==> config.mk <==
export PLATFORM = sky130hd
export DESIGN_NAME = hazard_mc
export DESIGN_NICKNAME = d
export VERILOG_FILES = /design/src/rtl/hazard_pkg.sv /design/src/rtl/hazard_mc_div_stall_ctr.sv /design/src/rtl/hazard_mc.sv
export SDC_FILE = /design/constraint.sdc
export NUM_CORES = 1
export LEC_CHECK = 0
export CAP_MARGIN = 25
export CORE_MARGIN = 2
export CORE_UTILIZATION = 25
export CTS_BUF_LIST = sky130_fd_sc_hd__clkbuf_8
export DETAILED_ROUTE_END_ITERATION = 8
export SETUP_SLACK_MARGIN = 0.05
export SLEW_MARGIN = 10
export SYNTH_ARGS = -nofsm -noshare
export SYNTH_HDL_FRONTEND = slang
export SYNTH_SLANG_ARGS = --single-unit
==> constraint.sdc <==
create_clock -name clk -period 4.5 [get_ports clk]
set_clock_uncertainty 0.1 [all_clocks]
set_input_delay 0.9 -clock clk [delete_from_list [all_inputs] [get_ports clk]]
set_output_delay 0.9 -clock clk [all_outputs]
set_load 0.01 [all_outputs]
==> src/rtl/hazard_pkg.sv <==
// rtl/hazard_pkg.sv - shared encodings for the hazard unit and its divider stall FSM
package hazard_pkg;

    // E-stage operand source selects
    localparam logic [1:0] FWD_RF  = 2'b00;
    localparam logic [1:0] FWD_WB  = 2'b01;
    localparam logic [1:0] FWD_MEM = 2'b10;

    // Divider occupancy FSM
    typedef enum logic {
        DIV_IDLE = 1'b0,
        DIV_BUSY = 1'b1
    } div_state_t;

endpackage

==> src/rtl/hazard_mc_div_stall_ctr.sv <==
// rtl/hazard_mc_div_stall_ctr.sv - multi-cycle divider occupancy FSM and countdown
module div_stall_ctr
    import hazard_pkg::*;
#(
    parameter int DIV_CYCLES = 32
) (
    input  logic clk,
    input  logic rst,
    input  logic start,
    input  logic abort,
    output logic stall,
    output logic busy,
    output logic done
);

    localparam int CW = $clog2(DIV_CYCLES + 1);
    // The IDLE cycle in which the divide enters E is itself a stall cycle,
    // so BUSY only needs to cover the remaining DIV_CYCLES-1 stalls.
    localparam logic [CW-1:0] CNT_LOAD = CW'(DIV_CYCLES - 1);
    localparam logic [CW-1:0] CNT_ONE  = CW'(1);

    div_state_t      r_state;
    logic [CW-1:0]   r_cnt;
    logic            r_busy;
    logic            r_done;

    // State, countdown and registered busy/done; abort drops any run in flight
    always_ff @(posedge clk) begin
        if (rst) begin
            r_state <= DIV_IDLE;
            r_cnt   <= '0;
            r_busy  <= 1'b0;
            r_done  <= 1'b0;
        end else if (abort) begin
            r_state <= DIV_IDLE;
            r_cnt   <= '0;
            r_busy  <= 1'b0;
            r_done  <= 1'b0;
        end else begin
            case (r_state)
                DIV_IDLE: begin
                    if (start) begin
                        r_state <= DIV_BUSY;
                        r_cnt   <= CNT_LOAD;
                        r_busy  <= 1'b1;
                        r_done  <= (CNT_LOAD == '0);
                    end
                end
                DIV_BUSY: begin
                    // A second start while busy is the same divide still held in E
                    if (r_cnt != '0) begin
                        r_cnt  <= r_cnt - CNT_ONE;
                        r_done <= (r_cnt == CNT_ONE);
                    end else begin
                        r_state <= DIV_IDLE;
                        r_busy  <= 1'b0;
                        r_done  <= 1'b0;
                    end
                end
                default: begin
                    r_state <= DIV_IDLE;
                    r_cnt   <= '0;
                    r_busy  <= 1'b0;
                    r_done  <= 1'b0;
                end
            endcase
        end
    end

    // Stall covers the entry cycle plus every BUSY cycle before the final one
    always_comb begin
        stall = ((r_state == DIV_IDLE) && start) ||
                ((r_state == DIV_BUSY) && (r_cnt != '0));
    end

    assign busy = r_busy;
    assign done = r_done;

endmodule

==> src/rtl/hazard_mc.sv <==
// rtl/hazard_mc.sv - pipeline hazard unit: forwarding, stalls, flushes, divider hold, stall counter
module hazard_mc
    import hazard_pkg::*;
#(
    parameter int RA_W       = 5,
    parameter int DIV_CYCLES = 32,
    parameter int PERF_W     = 32
) (
    input  logic              clk,
    input  logic              rst,
    input  logic [RA_W-1:0]   rsD,
    input  logic [RA_W-1:0]   rtD,
    input  logic [RA_W-1:0]   rsE,
    input  logic [RA_W-1:0]   rtE,
    input  logic [RA_W-1:0]   writeregE,
    input  logic [RA_W-1:0]   writeregM,
    input  logic [RA_W-1:0]   writeregW,
    input  logic              branchD,
    input  logic              regwriteE,
    input  logic              memtoregE,
    input  logic              regwriteM,
    input  logic              memtoregM,
    input  logic              regwriteW,
    input  logic              divstartE,
    input  logic              excM,
    output logic              stallF,
    output logic              stallD,
    output logic              stallE,
    output logic              flushD,
    output logic              flushE,
    output logic              flushM,
    output logic [1:0]        forwardaE,
    output logic [1:0]        forwardbE,
    output logic              forwardaD,
    output logic              forwardbD,
    output logic              div_busy,
    output logic              div_done,
    output logic [PERF_W-1:0] stall_cycles
);

    localparam logic [PERF_W-1:0] PERF_MAX = '1;
    localparam logic [PERF_W-1:0] PERF_ONE = PERF_W'(1);

    logic              w_lwstall;
    logic              w_branchstall;
    logic              w_divstall;
    logic [PERF_W-1:0] r_stall_cycles;

    // A producer can only feed a consumer if it writes and the register is not r0
    function automatic logic reg_hit(input logic [RA_W-1:0] src,
                                     input logic [RA_W-1:0] dst,
                                     input logic            we);
        return we && (src != '0) && (src == dst);
    endfunction

    // E operand bypass: the younger M result wins over W
    always_comb begin
        forwardaE = FWD_RF;
        forwardbE = FWD_RF;
        if (reg_hit(rsE, writeregM, regwriteM))
            forwardaE = FWD_MEM;
        else if (reg_hit(rsE, writeregW, regwriteW))
            forwardaE = FWD_WB;
        if (reg_hit(rtE, writeregM, regwriteM))
            forwardbE = FWD_MEM;
        else if (reg_hit(rtE, writeregW, regwriteW))
            forwardbE = FWD_WB;
    end

    // D branch comparator bypass from M
    always_comb begin
        forwardaD = reg_hit(rsD, writeregM, regwriteM);
        forwardbD = reg_hit(rtD, writeregM, regwriteM);
    end

    // Load in E feeding D, and branch in D waiting on an E ALU result or M load
    always_comb begin
        w_lwstall = memtoregE && (rtE != '0) && ((rsD == rtE) || (rtD == rtE));
        w_branchstall = branchD &&
            ((regwriteE && (writeregE != '0) &&
              ((writeregE == rsD) || (writeregE == rtD))) ||
             (memtoregM && (writeregM != '0) &&
              ((writeregM == rsD) || (writeregM == rtD))));
    end

    div_stall_ctr #(
        .DIV_CYCLES (DIV_CYCLES)
    ) u_div (
        .clk   (clk),
        .rst   (rst),
        .start (divstartE),
        .abort (excM),
        .stall (w_divstall),
        .busy  (div_busy),
        .done  (div_done)
    );

    // Pipeline control priority: exception, divider hold, load/branch bubble
    always_comb begin
        stallF = 1'b0;
        stallD = 1'b0;
        stallE = 1'b0;
        flushD = 1'b0;
        flushE = 1'b0;
        flushM = 1'b0;
        if (excM) begin
            flushD = 1'b1;
            flushE = 1'b1;
            flushM = 1'b1;
        end else if (w_divstall) begin
            // E is frozen, so the bubble goes into M instead of E
            stallF = 1'b1;
            stallD = 1'b1;
            stallE = 1'b1;
            flushM = 1'b1;
        end else if (w_lwstall || w_branchstall) begin
            stallF = 1'b1;
            stallD = 1'b1;
            flushE = 1'b1;
        end
    end

    // Saturating count of fetch-stall cycles
    always_ff @(posedge clk) begin
        if (rst)
            r_stall_cycles <= '0;
        else if (stallF && (r_stall_cycles != PERF_MAX))
            r_stall_cycles <= r_stall_cycles + PERF_ONE;
    end

    assign stall_cycles = r_stall_cycles;

endmodule

==> results of run 1 <==
## worst min-delay path by stage
stage                                      from                           to  cells past startpoint
floorplan           u_div.r_cnt[5]$_SDFFE_PP0P_  u_div.r_cnt[5]$_SDFFE_PP0P_                      2
global placement        u_div.busy$_SDFFE_PP0P_      u_div.busy$_SDFFE_PP0P_                      2
detailed placement      u_div.busy$_SDFFE_PP0P_      u_div.busy$_SDFFE_PP0P_                      2
CTS                     u_div.busy$_SDFFE_PP0P_      u_div.busy$_SDFFE_PP0P_                      2
global route            u_div.busy$_SDFFE_PP0P_      u_div.busy$_SDFFE_PP0P_                      2
finish                  u_div.busy$_SDFFE_PP0P_      u_div.busy$_SDFFE_PP0P_                      2
## where the power goes
part	internal, mW	switching, mW
Combinational	0.0951	0.0998
Clock	0.161	0.135
Sequential	0.367	0.00593
## cell usage after synthesis (2+ instances only)
cell type / instances
buf_6: 4
nor3_1: 13
nand4b_1: 2
o21ai_0: 7
o21ai_1: 4
nand2_1: 18
a21oi_1: 29
buf_2: 7
or2_2: 3
nor2b_1: 11
ha_1: 4
or4_1: 25
nand4_1: 13
inv_1: 5
nand3b_1: 2
nor4_1: 8
o22ai_1: 2
o31a_1: 2
mux2_1: 3
xor2_1: 16
o31ai_1: 14
or3_1: 6
xnor2_1: 34
mux2_4: 8
and3_1: 4
dfxtp_1: 41
buf_4: 2
clkbuf_1: 15
nor2_1: 32
nand3_1: 20
nand2b_1: 2
## metal layers
metal  up-vias  wire length [um]
met5         -                 0
met4         0               175
met3        13               535
met2        97              4210
met1      1433              3800
li1       1544                 -
## cells by family (layout without fill, tap and decap cells)
logic type	after synthesis	count (layout)	synth area share, %
and+or+nand+nor	171	171	32.8
AOI/OAI and AO/OA	68	68	14.0
xor gates and xnor gates	50	50	14.3
DFF	41	41	26.8
buffers and inverters	33	109	5.55
muxes	11	11	5.02
adders and majority gates	4	4	1.63
## registers in the layout (all words and copies together) (netlist names)
name	flops
stall_cycles	32
u_div.r_cnt	6
u_div.busy	1
u_div.done	1
u_div.r_state	1
## layout make-up
cell class | count | share of cell area [%]
multi-input cells | 304 | 49.9
repair buffers | 97 | 22.9
flip-flops and latches | 41 | 19.8
well taps | 147 | 4.43
clock buffers | 5 | 1.66
clock inverters | 2 | 0.843
inverters | 5 | 0.452
## critical path, stage by stage
cell,delay [ns]
clkdlybuf4s50_1,0.53
or4_1,0.58
o21ai_1,0.16
a21oi_1,0.10
nor2_1,0.12
a21oi_1,0.07
or2_2,0.28
clkdlybuf4s50_1,0.48
## through the flow
stage,hold slack (ns),util (%),setup WS [ns],power [mW],area (um^2)
3_3_place_gp,0.351,33.7,0.309,0.573,4050
2_1_floorplan,0.357,-,0.733,0.499,3070
3_5_place_dp,0.362,33.7,0.287,0.577,4050
4_1_cts,0.373,34.6,0.289,0.875,4160
5_1_grt,0.376,34.6,0.188,0.906,4160
6_report,0.368,34.6,0.291,0.864,4160
==> metrics, run 1 <==
status completed; Setup crit start rtE[2]; clock transition at the registers of the reported paths 0.08 ns; Syn. warnings 0; Antenna Cells 0; Final Hold Vio Count 0; busiest grt layer met2; DRT Pass-1 Iters 4; sequential share of the synthesized area between 20 and 30%; Placeable Area 12,000 um^2; Placed Cells 594; DR vias/cell 5.14; ys async rst share 0%; CTS buffer count 5; CTS resizes 0; Root Buffer clkbuf_8; number of global-route vias before repair 2,991; Pwr Density 208 nW/um^2; initial antenna violation count 0; share of cells above drive strength 1 8.15%; headroom to the max-slew limit 61.2%; # H-tree levels 2; Slew Limit Fails 0; row cnt 40; CP Launch Type input pin; Critical Path End Type output pin; Yosys top cell by area dfxtp_1; Setup Buffers After CTS 0; EDFF count, synth 0; r2r endpoint stall_cycles[25]$_SDFFE_PP0P_; met1 Use GR 15.7%; slew at the pin with the worst max-slew slack just under 0.6 ns; synthesized net count ~430; synth-to-layout area growth 35.6%; Initial Util approximately a quarter; GRT overflow 0; first-pass GRT wire length 14,200 um; nets 503; fmax 238 MHz; Crit Path Class input pin to output pin; Peak supply drop 0.0942 mV; Synth area leaders dfxtp_1 27%, xnor2_1 9.7%, or4_1 6.1%; Worst Path Arrival 3.21 ns; die area 13,200 um^2; CP Max Fanout 5; routed wire length 8720 um; top_reg_cell synth dfxtp_1; Sequential cell area 821 um^2; WL per Instance 14.5 um; Mapped Area 3070 um^2; GR Util All Layers a little over an eighth; flops & latches, synth 41; Final Wtd Congestion between 0.9 and 1; hold-fix buffers at CTS 0; io pins 91; CTS tree done; crit path time final 4.21 ns; R2R cell count 7; drt drc 0; Die X 115 um; grt met2 use 23.1%; MaxCap Viol Count 0; DP HPWL 6770 um; Netlist cell types 53; reg2reg setup slack 1.69 ns; IO Port Bufs 90; via count 3,087; Setup Viol. Count Final 0; clk_lat worst skew 0.30 ns; RSZ-0062 raised after global routing false; Sink Count 41; Non-Filler Instances 601; most common cell after layout, fill and taps aside clkdlybuf4s50_1; Critical Path RT 3.50 ns; Final TNS setup 0 ns; period utilization 93.5%; multi-input logic area around 2100 um^2; fill count 1,262; Clock Tree Buf Depth 2; leading cell types in the layout, fill and taps excluded 90 x clkdlybuf4s50_1, 41 x dfxtp_1, 34 x xnor2_1; CP endpoint flushE; Final ANT Viol Nets 0; largest net degree at the start of global routing 54; synthesized netlist cell count 378; Leakage around 1.3 nW; worst min path class flop to flop; height of the die ~110 um; routing usage on met3 3.80%; Synth top area share 26.8%; DRT iter0 DRCs 112; Mapped Avg Cell Area ~8.1 um^2; Reg-to-Reg Start u_div.r_cnt[2]$_SDFFE_PP0P_
No activity file was read; power rests on OpenSTA's default activity.
==> run 2, diff against run 1 <==
- SKIP_LAST_GASP: default -> 1
- TNS_END_PERCENT: default -> 100
==> results of run 2 <==
No change in the layout: final DEF, timing and power equal those of run 1.
==> run 3, diff against run 2 <==
- clock period: 4.5 -> 4.9 ns (I/O delays scaled with it)
==> metrics, run 3 (synthesis results as in run 1) <==
DP Area 4020 um^2; multi-input logic area 2070 um^2; Final WS setup 0.492 ns; number of global-route vias before repair ~3,000; worst min path class flop to flop; Non-Filler Instances 598; synth-to-layout area growth 34.2%; fmax 227 MHz; Antenna Cells 0; WL per Instance between 10 and 15 um; hold depth 2; Root Buffer clkbuf_8; clock transition at the registers of the reported paths about 0.080 ns; delay of the slowest cell on the worst path 0.60 ns; R2R cell count 7; Critical Path End Type output pin; slew at the pin with the worst max-slew slack roughly 0.62 ns; Hold Path Sink u_div.busy$_SDFFE_PP0P_; Initial Util 25.5%; CP Launch Type input pin; Worst Path Arrival ~3.3 ns; CTS buffer count 5; Flop pwr share 45.4%; die area 13,200 um^2; clk_lat worst skew around 0.30 ns; reg2reg setup slack between 2 and 2.5 ns; CTS resizes 0; Hold WS about 0.37 ns; Largest register FFs 32; critical path's slowest cell or4_1; Setup crit start rtE[1]; Clock Tree Buf Depth 2; via count approximately 3,100; largest net degree at the start of global routing 54; hold-fix buffers at CTS 0; Pwr Density 184 nW/um^2; Placeable Area 12,000 um^2; Reg-to-Reg Start u_div.r_cnt[2]$_SDFFE_PP0P_; Final ANT Viol Nets 0; height of the die 115 um; Net Switching 0.230 mW; most common cell after layout, fill and taps aside clkdlybuf4s50_1; row cnt 40; Buf+Inv Stages, Crit Path 2; nets around 500; Final Wtd Congestion 0.875; Final Util around 34%; CTS tree done; Clk pwr share 31.2%; total power around 0.76 mW; status completed; Worst path top cell family by delay buffers and inverters; Min-Delay Startpoint u_div.busy$_SDFFE_PP0P_; io pins 91; Switching Share between 30 and 40%; internal power 0.526 mW; leading cell types in the layout, fill and taps excluded 90 x clkdlybuf4s50_1, 41 x dfxtp_1, 34 x xnor2_1; Setup Viol. Count Final 0; period utilization 90.0%; share of cells above drive strength 1 between 7 and 8%; MaxCap Viol Count 0; DR vias/cell between 5 and 6; critical-path cell list clkdlybuf4s50_1, or4_1, o21ai_1, a21oi_1, nor2_1, a21oi_1, or2_2, clkdlybuf4s50_1; fill count 1,274; Crit Path Class input pin to output pin; CP Max Fanout 5; Setup Buffers After CTS 0; GRT overflow 0; Peak supply drop 0.0824 mV; Sink Count around 40; # H-tree levels 2; Leakage 1.31 nW; initial antenna violation count 0; first-pass GRT wire length 14,400 um; headroom to the max-slew limit 58.2%; Placement Setup Slack 0.505 ns; Final TNS setup 0 ns; routed wire length ~8800 um; DRT Pass-1 Iters 4; Die X approximately 110 um; DP HPWL around 6800 um; Critical Path RT 3.82 ns; Slew Limit Fails 0; Sequential cell area 821 um^2; drt drc 0; Placed Cells 590; IO Port Bufs 90; r2r endpoint stall_cycles[25]$_SDFFE_PP0P_; RSZ-0062 raised after global routing false; Final Hold Vio Count 0; crit path time final approximately 4.4 ns; DRT iter0 DRCs 148; final instance area between 4000 and 5000 um^2; GR Util All Layers 13.4%; Gate power share 23.4%
==> run 3: tightest hold or removal path: cells and delay by family (launching register included) <==
family / cells / cell delay, ns
AO/OA/AOI/OAI: 1 / 0.05
flip-flops: 1 / 0.32
AND/OR/NAND/NOR: 1 / 0.05
==> run 3: layer usage <==
metal | global-route usage, % | vias up | wire length (um)
li1 | - | 1531 | -
met1 | 16.2 | 1472 | 3730
met2 | 22.6 | 103 | 4230
met3 | 3.64 | 14 | 588
met4 | 5.70 | 0 | 242
met5 | 0 | - | 0
==> run 3: worst max path at each step <==
stage	endpoint	slack, ns	cells past startpoint
finish	flushE	0.49	8
global route	flushE	0.44	8
CTS	flushE	0.50	8
detailed placement	flushE	0.50	8
global placement	flushE	0.51	8
floorplan	stallF	0.97	9
==> run 3: final cells by class <==
class,instances,share of cell area [%]
tap,147,4.47
sequential,41,19.9
clock inverter,3,0.608
inverter,5,0.456
multi-input combinational,304,50.4
timing repair buffer,93,22.4
clock buffer,5,1.67
==> run 3: power by group through the flow <==
stage | Clock, mW | Combinational [mW] | Sequential, mW
finish | 0.236 | 0.177 | 0.343
global route | 0.261 | 0.193 | 0.344
CTS | 0.248 | 0.177 | 0.343
detailed placement | 0 | 0.177 | 0.351
global placement | 0 | 0.173 | 0.351
floorplan | 0 | 0.108 | 0.350
